--- config.mk ---
export PLATFORM = sky130hd
export DESIGN_NAME = window_corr_score_flat
export DESIGN_NICKNAME = d
export VERILOG_FILES = /design/src/rtl/corr_pkg.sv /design/src/rtl/window_corr_score_if.sv /design/src/rtl/corr_pix_term.sv /design/src/rtl/window_corr_score.sv /design/src/flat_wrapper.sv
export SDC_FILE = /design/constraint.sdc
export NUM_CORES = 1
export LEC_CHECK = 0
export CORE_ASPECT_RATIO = 1.25
export CORE_MARGIN = 2
export CORE_UTILIZATION = 40
export CTS_BUF_LIST = sky130_fd_sc_hd__clkbuf_2
export DETAILED_ROUTE_END_ITERATION = 16
export SYNTH_ARGS = -nofsm -noshare
export SYNTH_HDL_FRONTEND = slang
export SYNTH_HIERARCHICAL = 1
export SYNTH_SLANG_ARGS = --single-unit
export TNS_END_PERCENT = 1
--- constraint.sdc ---
create_clock -name iCLK -period 3.2 [get_ports iCLK]
set_input_delay 0.64 -clock iCLK [delete_from_list [all_inputs] [get_ports iCLK]]
set_output_delay 0.64 -clock iCLK [all_outputs]
set_load 0.02 [all_outputs]
--- src/rtl/corr_pkg.sv ---
// Shared FSM state encoding and mode constants for the window correlation scorer.
package corr_pkg;

  typedef enum logic [1:0] {
    IDLE  = 2'd0,
    ADDR  = 2'd1,
    DRAIN = 2'd2,
    DONE  = 2'd3
  } corr_state_e;

  typedef enum logic {
    MODE_SIM = 1'b0,
    MODE_SAD = 1'b1
  } corr_mode_e;

endpackage

--- src/rtl/window_corr_score_if.sv ---
// Bus bundle for window_corr_score; best-score tracker signals exist only with CORR_BEST_TRACK_EN.
interface window_corr_score_if #(
  parameter int PIX_W   = 10,
  parameter int COORD_W = 13,
  parameter int SCORE_W = 32
);
  logic               iStart;
  logic               iAbort;
  logic               iMode;
  logic [COORD_W-1:0] iXstart;
  logic [COORD_W-1:0] iYstart;
  logic [PIX_W-1:0]   iSram_pix;
  logic [PIX_W-1:0]   iSearch_pix;
  logic [COORD_W-1:0] oX_sram;
  logic [COORD_W-1:0] oY_sram;
  logic [COORD_W-1:0] oX_search;
  logic [COORD_W-1:0] oY_search;
  logic               oAddr_valid;
  logic               oBusy;
  logic               oDone;
  logic [SCORE_W-1:0] oScore;
`ifdef CORR_BEST_TRACK_EN
  logic               iClr_best;
  logic [SCORE_W-1:0] oBest_score;
  logic [COORD_W-1:0] oBest_X;
  logic [COORD_W-1:0] oBest_Y;
`endif

  modport slave (
    input  iStart, iAbort, iMode, iXstart, iYstart, iSram_pix, iSearch_pix,
`ifdef CORR_BEST_TRACK_EN
    input  iClr_best,
    output oBest_score, oBest_X, oBest_Y,
`endif
    output oX_sram, oY_sram, oX_search, oY_search, oAddr_valid, oBusy, oDone, oScore
  );

  modport master (
    output iStart, iAbort, iMode, iXstart, iYstart, iSram_pix, iSearch_pix,
`ifdef CORR_BEST_TRACK_EN
    output iClr_best,
    input  oBest_score, oBest_X, oBest_Y,
`endif
    input  oX_sram, oY_sram, oX_search, oY_search, oAddr_valid, oBusy, oDone, oScore
  );
endinterface

--- src/rtl/corr_pix_term.sv ---
// Registered per-pixel term: |a-b| in SAD mode, (2^PIX_W-1)-|a-b| in similarity mode.
module corr_pix_term
  import corr_pkg::*;
#(
  parameter int PIX_W = 10
) (
  input  logic             clk,
  input  logic             rst_n,
  input  logic             flush,
  input  logic             in_vld,
  input  logic             in_last,
  input  logic [PIX_W-1:0] a,
  input  logic [PIX_W-1:0] b,
  input  corr_mode_e       mode,
  output logic [PIX_W-1:0] term,
  output logic             term_vld,
  output logic             term_last
);
  logic [PIX_W-1:0] diff;
  logic [PIX_W-1:0] term_nxt;

  always_comb begin
    diff     = (a >= b) ? (a - b) : (b - a);
    term_nxt = (mode == MODE_SAD) ? diff : ('1 - diff);
  end

  always_ff @(posedge clk or negedge rst_n) begin
    if (!rst_n) begin
      term      <= '0;
      term_vld  <= 1'b0;
      term_last <= 1'b0;
    end else if (flush) begin
      term_vld  <= 1'b0;
      term_last <= 1'b0;
    end else begin
      term_vld  <= in_vld;
      term_last <= in_vld & in_last;
      if (in_vld) term <= term_nxt;
    end
  end
endmodule

--- src/rtl/window_corr_score.sv ---
// Window correlation scorer: raster-scans a WIN_W x WIN_H window and accumulates a
// similarity or SAD score. Optional best-run tracker enabled by CORR_BEST_TRACK_EN.
module window_corr_score #(
  parameter int PIX_W   = 10,
  parameter int WIN_W   = 64,
  parameter int WIN_H   = 48,
  parameter int COORD_W = 13,
  parameter int SCORE_W = 32,
  parameter int RD_LAT  = 2
) (
  input logic                iCLK,
  input logic                iRST_N,
  window_corr_score_if.slave bus
);
  import corr_pkg::*;

  localparam int unsigned N = WIN_W * WIN_H;
  localparam logic [COORD_W-1:0] X_LAST = COORD_W'(WIN_W - 1);
  localparam logic [COORD_W-1:0] Y_LAST = COORD_W'(WIN_H - 1);

  if (SCORE_W < PIX_W + $clog2(N) || RD_LAT < 1 || WIN_W < 1 || WIN_H < 1) begin : g_param_check
    $error("window_corr_score: illegal parameters (SCORE_W too narrow or zero-sized window/latency)");
  end

  corr_state_e        state, state_nxt;
  corr_mode_e         mode;
  logic [COORD_W-1:0] x_off, y_off, x_org, y_org;
  logic               addr_valid, addr_last, flush;
  logic [RD_LAT-1:0]  rd_vld, rd_last;
  logic [PIX_W-1:0]   term;
  logic               term_vld, term_last;
  logic [SCORE_W-1:0] acc, score;
  logic               acc_last;

  always_comb begin
    addr_valid = (state == ADDR);
    addr_last  = (x_off == X_LAST) && (y_off == Y_LAST);
    flush      = (state == IDLE);
    state_nxt  = state;
    unique case (state)
      IDLE:    if (bus.iStart && !bus.iAbort) state_nxt = ADDR;
      ADDR:    if (bus.iAbort) state_nxt = IDLE;
               else if (addr_last) state_nxt = DRAIN;
      DRAIN:   if (bus.iAbort) state_nxt = IDLE;
               else if (acc_last) state_nxt = DONE;
      DONE:    state_nxt = IDLE;
      default: state_nxt = IDLE;
    endcase
  end

  always_ff @(posedge iCLK or negedge iRST_N) begin
    if (!iRST_N) state <= IDLE;
    else         state <= state_nxt;
  end

  always_ff @(posedge iCLK or negedge iRST_N) begin
    if (!iRST_N) begin
      x_off <= '0;
      y_off <= '0;
      x_org <= '0;
      y_org <= '0;
      mode  <= MODE_SIM;
    end else if (state == IDLE) begin
      if (state_nxt == ADDR) begin
        x_off <= '0;
        y_off <= '0;
        x_org <= bus.iXstart;
        y_org <= bus.iYstart;
        mode  <= corr_mode_e'(bus.iMode);
      end
    end else if (state == ADDR) begin
      if (x_off == X_LAST) begin
        x_off <= '0;
        y_off <= y_off + COORD_W'(1);
      end else begin
        x_off <= x_off + COORD_W'(1);
      end
    end
  end

  // Valid/last tags ride alongside the SRAM read latency; IDLE flushes anything left by an abort.
  always_ff @(posedge iCLK or negedge iRST_N) begin
    if (!iRST_N) begin
      rd_vld  <= '0;
      rd_last <= '0;
    end else if (flush) begin
      rd_vld  <= '0;
      rd_last <= '0;
    end else begin
      rd_vld  <= (rd_vld << 1) | RD_LAT'(addr_valid);
      rd_last <= (rd_last << 1) | RD_LAT'(addr_valid & addr_last);
    end
  end

  corr_pix_term #(.PIX_W(PIX_W)) u_pix_term (
    .clk       (iCLK),
    .rst_n     (iRST_N),
    .flush     (flush),
    .in_vld    (rd_vld[RD_LAT-1]),
    .in_last   (rd_last[RD_LAT-1]),
    .a         (bus.iSram_pix),
    .b         (bus.iSearch_pix),
    .mode      (mode),
    .term      (term),
    .term_vld  (term_vld),
    .term_last (term_last)
  );

  always_ff @(posedge iCLK or negedge iRST_N) begin
    if (!iRST_N) begin
      acc      <= '0;
      acc_last <= 1'b0;
      score    <= '0;
    end else begin
      if (flush) begin
        acc      <= '0;
        acc_last <= 1'b0;
      end else begin
        if (term_vld) acc <= acc + SCORE_W'(term);
        acc_last <= term_vld & term_last;
      end
      if (state == DRAIN && state_nxt == DONE) score <= acc;
    end
  end

  assign bus.oX_sram     = x_org + x_off;
  assign bus.oY_sram     = y_org + y_off;
  assign bus.oX_search   = x_off;
  assign bus.oY_search   = y_off;
  assign bus.oAddr_valid = addr_valid;
  assign bus.oBusy       = (state != IDLE);
  assign bus.oDone       = (state == DONE);
  assign bus.oScore      = score;

`ifdef CORR_BEST_TRACK_EN
  logic               best_vld, better;
  logic [SCORE_W-1:0] best_score;
  logic [COORD_W-1:0] best_x, best_y;

  always_comb better = (mode == MODE_SIM) ? (score > best_score) : (score < best_score);

  // Tracker samples during the oDone cycle so a coinciding clear still keeps the new run.
  always_ff @(posedge iCLK or negedge iRST_N) begin
    if (!iRST_N) begin
      best_vld   <= 1'b0;
      best_score <= '0;
      best_x     <= '0;
      best_y     <= '0;
    end else if (state == DONE) begin
      if (bus.iClr_best || !best_vld || better) begin
        best_vld   <= 1'b1;
        best_score <= score;
        best_x     <= x_org;
        best_y     <= y_org;
      end
    end else if (bus.iClr_best) begin
      best_vld   <= 1'b0;
      best_score <= '0;
      best_x     <= '0;
      best_y     <= '0;
    end
  end

  assign bus.oBest_score = best_score;
  assign bus.oBest_X     = best_x;
  assign bus.oBest_Y     = best_y;
`endif
endmodule
--- src/flat_wrapper.sv ---
// flat-port wrapper written by rule: the top's interface ports become plain ports
module window_corr_score_flat import corr_pkg::*;
#(
  parameter int PIX_W   = 10,
  parameter int WIN_W   = 64,
  parameter int WIN_H   = 48,
  parameter int COORD_W = 13,
  parameter int SCORE_W = 32,
  parameter int RD_LAT  = 2
)
  (iCLK, iRST_N, bus_iStart, bus_iAbort, bus_iMode, bus_iXstart, bus_iYstart, bus_iSram_pix, bus_iSearch_pix, bus_oX_sram, bus_oY_sram, bus_oX_search, bus_oY_search, bus_oAddr_valid, bus_oBusy, bus_oDone, bus_oScore);
  window_corr_score_if #(.PIX_W(PIX_W), .COORD_W(COORD_W), .SCORE_W(SCORE_W)) bus_i ();
  input logic iCLK;
  input logic iRST_N;
  input wire logic [$bits(bus_i.iStart)-1:0] bus_iStart;
  input wire logic [$bits(bus_i.iAbort)-1:0] bus_iAbort;
  input wire logic [$bits(bus_i.iMode)-1:0] bus_iMode;
  input wire logic [$bits(bus_i.iXstart)-1:0] bus_iXstart;
  input wire logic [$bits(bus_i.iYstart)-1:0] bus_iYstart;
  input wire logic [$bits(bus_i.iSram_pix)-1:0] bus_iSram_pix;
  input wire logic [$bits(bus_i.iSearch_pix)-1:0] bus_iSearch_pix;
  output wire logic [$bits(bus_i.oX_sram)-1:0] bus_oX_sram;
  output wire logic [$bits(bus_i.oY_sram)-1:0] bus_oY_sram;
  output wire logic [$bits(bus_i.oX_search)-1:0] bus_oX_search;
  output wire logic [$bits(bus_i.oY_search)-1:0] bus_oY_search;
  output wire logic [$bits(bus_i.oAddr_valid)-1:0] bus_oAddr_valid;
  output wire logic [$bits(bus_i.oBusy)-1:0] bus_oBusy;
  output wire logic [$bits(bus_i.oDone)-1:0] bus_oDone;
  output wire logic [$bits(bus_i.oScore)-1:0] bus_oScore;
  assign bus_i.iStart = bus_iStart;
  assign bus_i.iAbort = bus_iAbort;
  assign bus_i.iMode = bus_iMode;
  assign bus_i.iXstart = bus_iXstart;
  assign bus_i.iYstart = bus_iYstart;
  assign bus_i.iSram_pix = bus_iSram_pix;
  assign bus_i.iSearch_pix = bus_iSearch_pix;
  assign bus_oX_sram = bus_i.oX_sram;
  assign bus_oY_sram = bus_i.oY_sram;
  assign bus_oX_search = bus_i.oX_search;
  assign bus_oY_search = bus_i.oY_search;
  assign bus_oAddr_valid = bus_i.oAddr_valid;
  assign bus_oBusy = bus_i.oBusy;
  assign bus_oDone = bus_i.oDone;
  assign bus_oScore = bus_i.oScore;
  window_corr_score #(.PIX_W(PIX_W), .WIN_W(WIN_W), .WIN_H(WIN_H), .COORD_W(COORD_W), .SCORE_W(SCORE_W), .RD_LAT(RD_LAT)) u_core (.iCLK(iCLK), .iRST_N(iRST_N), .bus(bus_i));
endmodule
==> impl_metrics.csv, run 1 <==
group,metric,value,unit
synth,ys_types,72,
finish,final_util,0.531,
detailed_routing,drt_pass1_iterations,4,
timing,fin_worst_hold_slack,0.479,ns
timing,worst_pin_slew,0.921,ns
finish,design_area,10800,um2
detailed_routing,viasPerCell,5.08,
timing,relSlewSlack,0.386,
floorplan,row_count,58,
finish,final_cell_mix,"dfrtp_1, clkdlybuf4s50_1, buf_4",
synth,synthFlopType,"dfrtp_1",
floorplan,initial_core_util,0.409,
synth,synth-seq-cells,136,
timing,worst_slack,-0.209,ns
global_routing,grt_pass1_vias,6642,
outcome,violations,"negative setup slack",
global_routing,met3_usage,0.0368,
synth,yosysWarnings,6,
detailed_routing,drc_errors,0,
critical_path,worstPathMaxFanout,2,
detailed_routing,drt-total-wl,19000,um
synth,synth.cell_area,8280,um2
synth,ys_seq_area_frac,0.411,
clocking,cts_tree,"yes",
job,drv_cap,0,
synth,synth_top_area_frac,0.411,
clocking,cts_root_buffer,"clkbuf_2",
timing,post-route-period-util,1.07,
synth,synthCells,816,
place,placed_cell_area,10400,um2
global_routing,use_met2,0.310,
global_routing,grt_busiest_layer,"met2",
finish,area_growth,29.9,%
worst_hold_path,hold_class,"flip-flop to flip-flop",
global_routing,grt_first_pass_wirelength,31600,um
critical_path,start_kind,"flip-flop",
timing,clock_skew,0.0258,ns
floorplan,ios,138,
place,port_buffers,137,
timing,period_minus_slack,3.41,ns
floorplan,coreArea,20200,um2
synth,avgSynthCellArea,10.1,um2
global_routing,grt_start_max_net_pins,83,
timing,slew_viol_final,0,
critical_path,critPathKind,"flip-flop to output port",
detailed_routing,drtAntennaViolNets,0,
pwr,cellPowerDensity,409,nW/um2
synth,synth_area_leaders,"dfrtp_1, ha_1, xnor2_1, mux2_2, mux2_1",
clocking,cts.reportedPaths.clkPinSlew,0.18,ns
timing,rsz0062_at_grt,"yes",
pwr,ir_drop,0.227,mV
synth,synth_edf_count,0,
global_routing,grt_overflow,0,
timing,hold_viol,0,
floorplan,dieWidth,133,um
floorplan,die_h,165,um
global_routing,grt_util_met1,0.221,
finish,mostFrequentLayoutCell,"dfrtp_1",
place,gp_congestion,0.841,
finish,drive_gt1_frac,0.198,
detailed_routing,drt_iter0_markers,287,
global_routing,grt_usage,0.179,
outcome,status,"complete, but fails checks",
critical_path,end_kind,"output port",
detailed_routing,post_drt_wl_per_cell,14.7,um
detailed_routing,num_vias,6578,
clocking,clk_latency,0.69,ns
floorplan,die-area,21900,um2
clocking,cts_buffer_depth,2,
pwr,p_leak,4.88,nW
place,dp_cells,1261,
timing,fmax,293,MHz
clocking,cts_max_level,4,
clocking,cts_num_sinks,136,
critical_path,crit_arrival,2.77,ns
global_routing,antenna_found_initial,1,
place,dp.final_hpwl,13900,um
synth,async_flop_share,1.00,
synth,yosys.area.top_type,"dfrtp_1",
synth,syn-num-nets,927,
finish,fin_nets,1125,
timing,fin_setup_tns,-1.43,ns
critical_path,required,2.56,ns
clocking,cts_buffers,17,
timing,setup_viol,11,
finish,final_cells,1296,
## state kept, by name, summed over array words and instances (netlist names)
register / cells
u_core/acc: 32
u_core/acc_last: 1
u_core/bus.oScore: 32
u_core/bus.oX_search: 13
u_core/bus.oY_search: 13
u_core/mode: 1
u_core/rd_last: 2
u_core/rd_vld: 2
u_core/state: 2
u_core/u_pix_term/term: 10
u_core/u_pix_term/term_last: 1
u_core/u_pix_term/term_vld: 1
u_core/x_org: 13
u_core/y_org: 13
## layer usage
metal | vias up | wire length [um]
li1 | 3275 | -
met1 | 3137 | 8510
met2 | 141 | 9350
met3 | 25 | 751
met4 | 0 | 406
met5 | - | 0
## kinds of logic after synthesis
logic type / synth area share
and+or+nand+nor: 0.152
AOI/OAI and AO/OA: 0.129
DFF: 0.411
buffers and inverters: 0.0428
xor gates and xnor gates: 0.0751
muxes: 0.0946
adders and majority gates: 0.0952
## power breakdown
group          switching, mW  internal (mW)
Sequential             0.111           1.86
Combinational          0.775          0.687
Clock                  0.616          0.350
## synth_stat cells (all sizes together), types with 5 or more instances
library cell	count
xor2	17
xnor2	54
o31ai	9
buf	17
a211oi	6
nand2	47
mux2i	13
clkbuf	13
nor3	12
and2	7
o21ai	45
nor2b	9
and3	11
o21bai	7
fa	5
dfrtp	136
mux2	58
o21a	10
nor4	12
nor2	71
or4	5
a21oi	42
ha	55
a21o	13
nand4	13
inv	47
nand2b	6
a31oi	5
nand3	23
## final timing paths
kind | from | endpoint | slack (ns) | cells past startpoint
setup / recovery | u_core/y_org[0] | bus_oY_sram[12] | -0.21 | 10
max in group asynchronous | iRST_N | u_core/acc[21] | 1.89 | 3
hold / removal | u_core/rd_last[0] | u_core/rd_last[1] | 0.48 | 1
setup reg to reg | u_core/acc[1] | u_core/acc[15] | 0.55 | 7
min in group asynchronous | iRST_N | u_core/y_org[6] | 0.54 | 2
hold reg to reg | u_core/rd_last[0] | u_core/rd_last[1] | 0.48 | 1
## worst max-delay path: stages, from the launching register on
cell      delay, ns
dfrtp_1        0.45
ha_4           0.18
inv_1          0.06
fa_2           0.21
nor2b_2        0.05
o31a_1         0.28
nor2_2         0.17
o311ai_4       0.11
o41ai_2        0.25
xnor2_1        0.16
buf_4          0.16
## area by class of cell
class / count / area (um2)
clock inverter: 10 / 106
tap: 270 / 338
inverter: 48 / 180
timing repair buffer: 209 / 1890
sequential: 136 / 3400
multi-input combinational: 602 / 4730
antenna: 1 / 2.50
clock buffer: 20 / 100
fill: 1898 / 9490
## through the flow
stage	setup slack, ns	power, mW
6_report	-0.209	4.40
4_1_cts	-0.409	4.41
3_5_place_dp	-0.167	3.45
3_3_place_gp	-0.140	3.44
5_1_grt	-0.425	4.70
2_1_floorplan	0.0267	2.88
## what timing repair did
item	4_1_cts	5_1_grt
endpoints found under the setup margin	23	20
pin swaps	20	25
endpoints found under the hold margin	80	0
resized for setup	92	50
buffers inserted	1	4
hold buffers	1	0
No activity file was read; power rests on OpenSTA's default activity.
==> run 2: changes to the inputs <==
--- a/config.mk
+++ b/config.mk
@@ -9,6 +9,7 @@
 export CORE_MARGIN = 2
 export CORE_UTILIZATION = 40
 export CTS_BUF_LIST = sky130_fd_sc_hd__clkbuf_2
+export CTS_CLUSTER_DIAMETER = 80
 export DETAILED_ROUTE_END_ITERATION = 16
 export SYNTH_ARGS = -nofsm -noshare
 export SYNTH_HDL_FRONTEND = slang
==> results of run 2 <==
The final DEF is identical to that of run 1; final timing and power are the same.
==> run 3: changes to the inputs <==
--- a/config.mk
+++ b/config.mk
@@ -11,6 +11,7 @@
 export CTS_BUF_LIST = sky130_fd_sc_hd__clkbuf_2
 export CTS_CLUSTER_DIAMETER = 80
 export DETAILED_ROUTE_END_ITERATION = 16
+export PLACE_DENSITY = 0.65
 export SYNTH_ARGS = -nofsm -noshare
 export SYNTH_HDL_FRONTEND = slang
 export SYNTH_HIERARCHICAL = 1
==> constraint.sdc (replaced) <==
create_clock -name iCLK -period 2.9 [get_ports iCLK]
set_input_delay 0.58 -clock iCLK [delete_from_list [all_inputs] [get_ports iCLK]]
set_output_delay 0.58 -clock iCLK [all_outputs]
set_load 0.02 [all_outputs]
==> impl_metrics.csv, run 3 (synthesis gave the netlist of run 1 again) <==
group,metric,value,unit
outcome,status,"complete, but fails checks",
outcome,violations,"negative setup slack",
pwr,p_clk_frac,0.237,
clocking,cts_buffer_depth,2,
global_routing,antenna_found_initial,1,
pwr,cellPowerDensity,460,nW/um2
pwr,seq_power_share,0.431,
floorplan,initial_core_util,0.409,
finish,final_util,0.539,
finish,area_growth,31.8,%
floorplan,die-area,21900,um2
clocking,clk_latency,0.73,ns
detailed_routing,viasPerCell,5.04,
timing,worst_slack,-0.564,ns
timing,hold_viol,0,
timing,relSlewSlack,0.411,
timing,fin_setup_tns,-7.02,ns
pwr,ir_drop,0.220,mV
clocking,cts_max_level,4,
global_routing,grt_overflow,0,
global_routing,grt_first_pass_wirelength,32300,um
job,drv_cap,0,
floorplan,die_h,165,um
finish,final_cell_mix,"dfrtp_1, clkdlybuf4s50_1, buf_4",
critical_path,critPathKind,"flip-flop to output port",
critical_path,required,2.32,ns
global_routing,grt_start_max_net_pins,60,
floorplan,row_count,58,
detailed_routing,drtAntennaViolNets,0,
timing,slew_viol_final,0,
finish,drive_gt1_frac,0.213,
timing,fmax,289,MHz
pwr,power_frac_comb,0.332,
pwr,switching_power,1.68,mW
clocking,cts_num_sinks,136,
pwr,intPower,3.33,mW
timing,setup_viol,18,
detailed_routing,drt_pass1_iterations,4,
clocking,cts.reportedPaths.clkPinSlew,0.20,ns
timing,post-route-period-util,1.19,
clocking,cts_buffers,17,
global_routing,grt_pass1_vias,6654,
detailed_routing,num_vias,6644,
place,dp.final_hpwl,14300,um
detailed_routing,drt_iter0_markers,244,
timing,fin_worst_hold_slack,0.343,ns
critical_path,end_kind,"output port",
timing,worst_pin_slew,0.884,ns
finish,fin_nets,1146,
place,port_buffers,137,
pwr,swShare,0.336,
place,gp_congestion,0.846,
clocking,cts_tree,"yes",
floorplan,coreArea,20200,um2
worst_hold_path,hold_class,"input pin to async pin",
detailed_routing,post_drt_wl_per_cell,14.6,um
detailed_routing,drc_errors,0,
timing,period_minus_slack,3.46,ns
critical_path,start_kind,"flip-flop",
floorplan,ios,138,
place,post-place-ws,-0.433,ns
clocking,cts_root_buffer,"clkbuf_2",
critical_path,worstPathMaxFanout,3,
pwr,p_leak,5.00,nW
timing,rsz0062_at_grt,"yes",
floorplan,dieWidth,133,um
global_routing,grt_usage,0.184,
timing,clock_skew,0.0416,ns
critical_path,crit_arrival,2.88,ns
pwr,power.total,5.02,mW
finish,mostFrequentLayoutCell,"dfrtp_1",
detailed_routing,drt-total-wl,19200,um
[run 3: cell types whose count changed in the layout (fill, tap and decap cells not counted), sizes merged]
| cell | change |
|---|---|
| buf | +20 |
| clkdlybuf4s15 | +6 |
| dlygate4sd2 | -3 |
| clkdlybuf4s50 | -2 |
| clkinv | +2 |
| bufinv | +1 |
| clkbuf | -1 |
[run 3: power groups by stage]
stage	registers, mW	logic [mW]	clock network (mW)
after global placement	2.20	1.63	0
after detailed placement	2.20	1.65	0
final	2.16	1.66	1.19
after CTS	2.17	1.65	1.25
after floorplan	2.18	1.00	0
after global routing	2.19	1.83	1.32
[run 3: final timing paths]
path | from | endpoint | slack, ns | cells after the start
setup / recovery | u_core/bus.oY_search[1] | bus_oY_sram[11] | -0.56 | 9
hold / removal | iRST_N | u_core/y_org[6] | 0.34 | 2
setup reg to reg | u_core/acc[0] | u_core/acc[26] | 0.41 | 8
hold reg to reg | u_core/rd_last[1] | u_core/u_pix_term/term_last | 0.48 | 1
max in group asynchronous | iRST_N | u_core/acc[5] | 1.79 | 3
min in group iCLK | bus_iXstart[1] | u_core/x_org[1] | 0.39 | 3
[run 3: metrics by stage]
stage	instance area, um2	instances
global route	10900	1319
CTS	10900	1317
floorplan	8300	816
global placement	10500	1281
detailed placement	10500	1281
finish	10900	1319
[run 3: timing repair]
item | 4_1_cts | 5_1_grt
pin swaps | 12 | 12
endpoints found under the hold margin | 56 | 0
endpoints found under the setup margin | 26 | 25
hold buffers | 1 | 0
gates resized for setup | 114 | 23
setup buffers | 3 | 1
[run 3: area by class of cell]
class / count / area [um2]
fill: 1850 / 9340
multi-input combinational: 602 / 4660
sequential: 136 / 3400
timing repair buffer: 230 / 2070
tap: 270 / 338
inverter: 48 / 180
clock inverter: 13 / 155
clock buffer: 19 / 95.1
antenna: 1 / 2.50
[run 3: routing by layer]
layer	vias up	GRT usage	wire, um
met1	3184	0.225	8440
met4	0	0.0601	303
met2	116	0.320	9730
met5	-	0	0
li1	3325	-	-
met3	19	0.0445	725
[run 3: worst max-delay path: stages (launching register included)]
cell and delay (ns):
dfrtp_1 0.44, ha_1 0.30, a21oi_1 0.20, o21ai_1 0.14, a2111oi_2 0.38, buf_4 0.17, o31ai_1 0.06, a21oi_1 0.18
xnor2_1 0.14, buf_4 0.16
